**config.mk**
```make
export PLATFORM = sky130hd
export DESIGN_NAME = key_debounce_conditioner
export DESIGN_NICKNAME = d
export VERILOG_FILES = /design/src/rtl/key_cond_pkg.sv /design/src/rtl/debounce_channel.sv /design/src/rtl/key_debounce_conditioner.sv
export SDC_FILE = /design/constraint.sdc
export NUM_CORES = 1
export LEC_CHECK = 0
export CORE_ASPECT_RATIO = 1.5
export CORE_UTILIZATION = 40
export CTS_CLUSTER_SIZE = 25
export DETAILED_ROUTE_END_ITERATION = 6
export GPL_TIMING_DRIVEN = 0
export SLEW_MARGIN = 20
export SYNTH_ARGS = -nofsm -noshare
export SYNTH_HDL_FRONTEND = slang
export SYNTH_SLANG_ARGS = --single-unit
```
**constraint.sdc**
```tcl
create_clock -name clk_clk -period 13.6 [get_ports clk_clk]
set_clock_uncertainty 0.05 [all_clocks]
set_input_delay 2.72 -clock clk_clk [delete_from_list [all_inputs] [get_ports clk_clk]]
set_output_delay 2.72 -clock clk_clk [all_outputs]
set_load 0.005 [all_outputs]
```
**src/rtl/key_cond_pkg.sv**
```systemverilog
// Shared types and constant helpers for the key debounce conditioner.
package key_cond_pkg;

   typedef enum logic [1:0] {
      IDLE,
      HOLD,
      FIRE,
      WAIT_REL
   } lp_state_t;

   // Released (inactive) level of a key pin.
   function automatic logic inactive_level(input int active_low);
      return (active_low != 0) ? 1'b1 : 1'b0;
   endfunction

   // Width of a counter that runs 0 .. n-1, never narrower than one bit.
   function automatic int cnt_width(input int n);
      return (n > 1) ? $clog2(n) : 1;
   endfunction

endpackage

```
**src/rtl/debounce_channel.sv**
```systemverilog
// One key channel: two-flop synchroniser, stability counter, debounced level
// and one-cycle press/release pulses.
module debounce_channel
   import key_cond_pkg::*;
#(
   parameter int ACTIVE_LOW      = 1,
   parameter int DEBOUNCE_CYCLES = 1000000
) (
   input  logic clk,
   input  logic rst,
   input  logic raw,
   output logic level,
   output logic level_next,
   output logic press_pulse,
   output logic release_pulse
);

   localparam int            CW       = cnt_width(DEBOUNCE_CYCLES);
   localparam logic [CW-1:0] CNT_LAST = CW'(DEBOUNCE_CYCLES - 1);
   localparam logic          IDLE_LVL = inactive_level(ACTIVE_LOW);

   logic          sync1_reg, sync2_reg, stable_reg;
   logic          press_reg, release_reg;
   logic [CW-1:0] cnt_reg, cnt_next;
   logic          stable_next, press_next, release_next;

   always_comb begin
      cnt_next     = cnt_reg;
      stable_next  = stable_reg;
      press_next   = 1'b0;
      release_next = 1'b0;
      if (sync2_reg == stable_reg) begin
         cnt_next = '0;
      end else if (cnt_reg == CNT_LAST) begin
         cnt_next     = '0;
         stable_next  = sync2_reg;
         press_next   = (sync2_reg != IDLE_LVL);
         release_next = (sync2_reg == IDLE_LVL);
      end else begin
         cnt_next = cnt_reg + 1'b1;
      end
   end

   always_ff @(posedge clk or posedge rst) begin
      if (rst) begin
         sync1_reg   <= IDLE_LVL;
         sync2_reg   <= IDLE_LVL;
         stable_reg  <= IDLE_LVL;
         cnt_reg     <= '0;
         press_reg   <= 1'b0;
         release_reg <= 1'b0;
      end else begin
         sync1_reg   <= raw;
         sync2_reg   <= sync1_reg;
         stable_reg  <= stable_next;
         cnt_reg     <= cnt_next;
         press_reg   <= press_next;
         release_reg <= release_next;
      end
   end

   assign level         = stable_reg;
   assign level_next    = stable_next;
   assign press_pulse   = press_reg;
   assign release_pulse = release_reg;

endmodule

```
**src/rtl/key_debounce_conditioner.sv**
```systemverilog
// Debounces the push-buttons for the button PIO and turns a long press on one
// key into a timed, active-low HPS warm-reset request.
module key_debounce_conditioner
   import key_cond_pkg::*;
#(
   parameter int WIDTH             = 4,
   parameter int ACTIVE_LOW        = 1,
   parameter int DEBOUNCE_CYCLES   = 1000000,
   parameter int LONG_PRESS_CYCLES = 150000000,
   parameter int LP_CHANNEL        = 0,
   parameter int REQ_PULSE_CYCLES  = 16
) (
   input  logic             clk_clk,
   input  logic             reset_reset,
   input  logic [WIDTH-1:0] key_raw,
   output logic [WIDTH-1:0] key_level,
   output logic [WIDTH-1:0] key_press_pulse,
   output logic [WIDTH-1:0] key_release_pulse,
   output logic             lp_holding,
   output logic             warm_reset_req_n
);

   localparam int               LW       = cnt_width(LONG_PRESS_CYCLES);
   localparam int               PW       = cnt_width(REQ_PULSE_CYCLES);
   localparam logic [LW-1:0]    LP_LAST  = LW'(LONG_PRESS_CYCLES - 1);
   localparam logic [PW-1:0]    PC_LAST  = PW'(REQ_PULSE_CYCLES - 1);
   localparam logic             IDLE_LVL = inactive_level(ACTIVE_LOW);
   localparam logic [WIDTH-1:0] LP_MASK  = WIDTH'(1) << LP_CHANNEL;

   logic [WIDTH-1:0] level_next;
   logic [WIDTH-1:0] pressed_next;
   logic             lp_p;

   generate
      for (genvar gi = 0; gi < WIDTH; gi++) begin : g_chan
         debounce_channel #(
            .ACTIVE_LOW      (ACTIVE_LOW),
            .DEBOUNCE_CYCLES (DEBOUNCE_CYCLES)
         ) u_chan (
            .clk           (clk_clk),
            .rst           (reset_reset),
            .raw           (key_raw[gi]),
            .level         (key_level[gi]),
            .level_next    (level_next[gi]),
            .press_pulse   (key_press_pulse[gi]),
            .release_pulse (key_release_pulse[gi])
         );
      end
   endgenerate

   // The FSM follows the debounced level as it is being accepted, so HOLD
   // starts in the same cycle as the press pulse on the monitored key.
   assign pressed_next = level_next ^ {WIDTH{IDLE_LVL}};
   assign lp_p         = |(pressed_next & LP_MASK);

   lp_state_t     state_reg, state_next;
   logic [LW-1:0] lp_cnt_reg, lp_cnt_next;
   logic [PW-1:0] pc_reg, pc_next;
   logic          lp_holding_reg, req_n_reg;

   always_comb begin
      state_next  = state_reg;
      lp_cnt_next = lp_cnt_reg;
      pc_next     = pc_reg;
      case (state_reg)
         IDLE: begin
            if (lp_p) begin
               state_next  = HOLD;
               lp_cnt_next = '0;
            end
         end
         HOLD: begin
            if (!lp_p) begin
               state_next = IDLE;
            end else if (lp_cnt_reg == LP_LAST) begin
               state_next = FIRE;
               pc_next    = '0;
            end else begin
               lp_cnt_next = lp_cnt_reg + 1'b1;
            end
         end
         FIRE: begin
            // A release here must not cut the request short.
            if (pc_reg == PC_LAST) begin
               state_next = WAIT_REL;
            end else begin
               pc_next = pc_reg + 1'b1;
            end
         end
         WAIT_REL: begin
            if (!lp_p) begin
               state_next = IDLE;
            end
         end
         default: state_next = IDLE;
      endcase
   end

   always_ff @(posedge clk_clk or posedge reset_reset) begin
      if (reset_reset) begin
         state_reg      <= IDLE;
         lp_cnt_reg     <= '0;
         pc_reg         <= '0;
         lp_holding_reg <= 1'b0;
         req_n_reg      <= 1'b1;
      end else begin
         state_reg      <= state_next;
         lp_cnt_reg     <= lp_cnt_next;
         pc_reg         <= pc_next;
         lp_holding_reg <= (state_next == HOLD);
         req_n_reg      <= (state_next != FIRE);
      end
   end

   assign lp_holding       = lp_holding_reg;
   assign warm_reset_req_n = req_n_reg;

endmodule
```
==> reports/qor.log <==
[run_status] run status finished clean
[timing] setup-violating endpoint count in the final report 0
[floorplanning] DIE WIDTH 107 um
[clock_tree] total of cells resized after clock tree synthesis 0
[route] number of routed nets with antenna violations 0
[timing] highest achievable clock rate 0.230 GHz
[synthesis] cell with the most instances after synthesis dfrtp_1
[final_layout] number of nets in the finished design 717
[pwr] proportion of power drawn by combinational gates 2.2%
[synthesis] ranking of synthesized cells by instance count dfrtp_1, nor2_1, nand3_1
[floorplanning] die height 159 um
[pwr] part of the power in the clock network 52.7%
[clock_tree] number of buffers created by CTS 17
[route] Via Count 4798
[clock_tree] Post-CTS Hold Buffers 0
[critical_path] start-to-end type of the worst setup path flop to output port
[global_route] total overflow reported by the global router 0
[place] post-placement cell area 0.00708 mm^2
[synthesis] synthesized area per cell 9.91 um^2
[floorplanning] total die area 0.0170 mm^2
[pwr] relative contribution of sequential cells to total power 45.1%
[global_route] global-route wire length before repair 22.9 mm
[worst_hold_path] type of the tightest min-delay check flop to flop
[floorplanning] I/O pin total 20
[place] post-detail-place hpwl 8.70 mm
[final_layout] growth of design area from synthesis to finish 16.9%
[synthesis] flops & latches, synth 136
[clock_tree] clock insertion delay at the later pin of the skew report 410 ps
[final_layout] fraction of final layout cells sized beyond drive strength 1 10.6%
[synthesis] proportion of netlist area held by the largest area contributor 46.7%
[global_route] GRT Util Overall 16.7%
[critical_path] critical path data arrival time 1580 ps
[synthesis] cell type with the highest aggregate area in the netlist dfrtp_1
[route] drc violations 0
[global_route] pin count of the biggest net entering global routing 81
[route] drt total wl 12.9 mm
[synthesis] gate count after technology mapping 666
[pwr] proportion of total power due to net switching 21.3%
[critical_path] Critical Path Start Type flop
[timing] unrepaired setup endpoints after global routing no
[synthesis] Synth warnings 0
[critical_path] required time of the worst setup path 10830 ps
[clock_tree] register clock-pin slew on the reported worst setup and hold paths 60 ps
[timing] transition time at the pin with the least slew margin 701 ps
[timing] relative max-transition margin 52.9%
[synthesis] Post-synth EDFFs 0
[place] number of buffers added on ports 19
[synthesis] post-synth net total 678
[final_layout] Final Util 47.6%
[final_layout] number of flip-flops in the largest register 80
[route] First DRT Iteration DRCs 239
[final_layout] Diodes inserted 0
[clock_tree] H-tree levels 4
[clock_tree] root buffer selected by CTS clkbuf_16
[global_route] number of global-route vias before repair 5035
[pwr] cell internal power dissipation 723 uW
[critical_path] sort of element at the end of the critical path output port
[synthesis] sequential share of the synthesized area 51.8%
[floorplanning] Core Area 0.0162 mm^2
[global_route] number of antenna violations at the first check in global routing 0
[timing] final hold slack 305 ps
[synthesis] most used flip-flop cell after synthesis dfrtp_1
[pwr] Power, Total 919 uW
[clock_tree] maximum number of buffers from clock root to sink 2
[synthesis] leading post-synthesis cells by cell area dfrtp_1, nor2_1, xnor2_1
[clock_tree] TritonCTS clock tree done
[timing] final critical delay including setup and external delays 4350 ps
[clock_tree] setup repair bufs after CTS 0
[timing] Final Hold Vio Count 0
[pwr] power per unit of standard cell area 119 mW/mm^2
[synthesis] proportion of synthesized flip-flops having asynchronous set or reset 100%
[timing] accumulated negative setup slack 0 ps
[floorplanning] Row Count 57
[pwr] P_leak 0.00321 uW
[route] count of TritonRoute iterations in the first routing pass 4
[pwr] maximum vdd drop 0.0806 mV
[timing] share of the clock period used by the worst path 32.0%
[place] routability congestion estimate from global placement 0.918
[floorplanning] initial standard-cell utilization of the core 40.8%
[synthesis] netlist area before placement 0.00660 mm^2
[synthesis] post-synthesis cell type count 45
[critical_path] largest driver fanout on the critical path 6
[flow_run] max-capacitance violation count 0
[final_layout] Final Cell Area 0.00771 mm^2
[timing] count of final max-slew check failures 0
[route] mean number of vias per cell 5.20
[route] WL per Instance 14.0 um
[pwr] switching power of the nets 196 uW
[clock_tree] number of sinks driven by the clock tree 136
through the flow:
| step | std cells | setup WS (ps) |
|---|---|---|
| 3_3_place_gp | 891 | 5460 |
| 6_report | 923 | 9250 |
| 4_1_cts | 923 | 9230 |
| 5_1_grt | 923 | 9190 |
| 2_1_floorplan | 666 | 7210 |
| 3_5_place_dp | 892 | 9600 |
layout by cell type, fill, tap and decap left out, drive strengths merged, types with 14 or more instances in the layout:
cell | netlist | final
a21oi | 18 | 18
and3 | 23 | 23
buf | 18 | 19
clkbuf | 12 | 29
clkdlybuf4s50 | 0 | 19
dfrtp | 123 | 123
nand2 | 46 | 46
nand3 | 58 | 58
nand4 | 25 | 25
nor2 | 116 | 116
nor3 | 14 | 14
o21ai | 17 | 17
xnor2 | 47 | 47
xor2 | 44 | 44
worst max-delay path: stages (launching register included):
cell,delay (ps)
dfstp_2,580
buf_4,110
clkdlybuf4s50_1,480
path summary, 6_finish.rpt:
| check | cells after the start | slack (ps) | endpoint | from |
|---|---|---|---|---|
| worst max register to register | 9 | 10850 | g_chan[2].u_chan.cnt_reg[15] | g_chan[2].u_chan.cnt_reg[0] |
| max in group asynchronous | 3 | 10080 | warm_reset_req_n | reset_reset |
| min in group asynchronous | 2 | 2680 | g_chan[1].u_chan.release_pulse | reset_reset |
| worst max-delay path | 2 | 9250 | key_level[0] | g_chan[0].u_chan.level |
| worst min register to register | 0 | 300 | g_chan[0].u_chan.sync2_reg | g_chan[0].u_chan.sync1_reg |
| worst min-delay path | 0 | 300 | g_chan[0].u_chan.sync2_reg | g_chan[0].u_chan.sync1_reg |
cells by family after synthesis:
| kind of cell | Yosys count | synth area share, % |
|---|---|---|
| AOI/OAI and AO/OA | 56 | 5.35 |
| xor gates and xnor gates | 91 | 12.1 |
| adders and majority gates | 6 | 1.14 |
| buffers and inverters | 41 | 3.39 |
| DFF | 136 | 51.8 |
| muxes | 5 | 0.834 |
| and+or+nand+nor | 331 | 25.4 |
per-layer routing:
metal / global-route usage (%) / up-vias / part of all wire [%]
met5: 0 / - / 0
met4: 6.79 / 0 / 1.5
met3: 4.22 / 15 / 2.4
met2: 27.7 / 60 / 51
met1: 20.5 / 2344 / 45
li1: - / 2379 / -
final cells by class:
class,count,area (um^2)
Sequential cell,136,3420
Clock inverter,14,198
Tap cell,206,258
Multi-Input combinational cell,489,2960
Fill cell,1472,8480
Timing Repair Buffer,20,218
Buffer,30,183
Clock buffer,17,425
Inverter,11,48.8
power groups by stage:
| stage | registers [uW] | clock network, uW | logic, uW |
|---|---|---|---|
| final | 414 | 484 | 20.1 |
| after floorplan | 420 | 0 | 13.5 |
| after global placement | 421 | 0 | 19.0 |
| after detailed placement | 421 | 0 | 21.1 |
| after global routing | 415 | 514 | 23.5 |
| after CTS | 414 | 498 | 21.2 |
(Power assumes the default switching activity.)
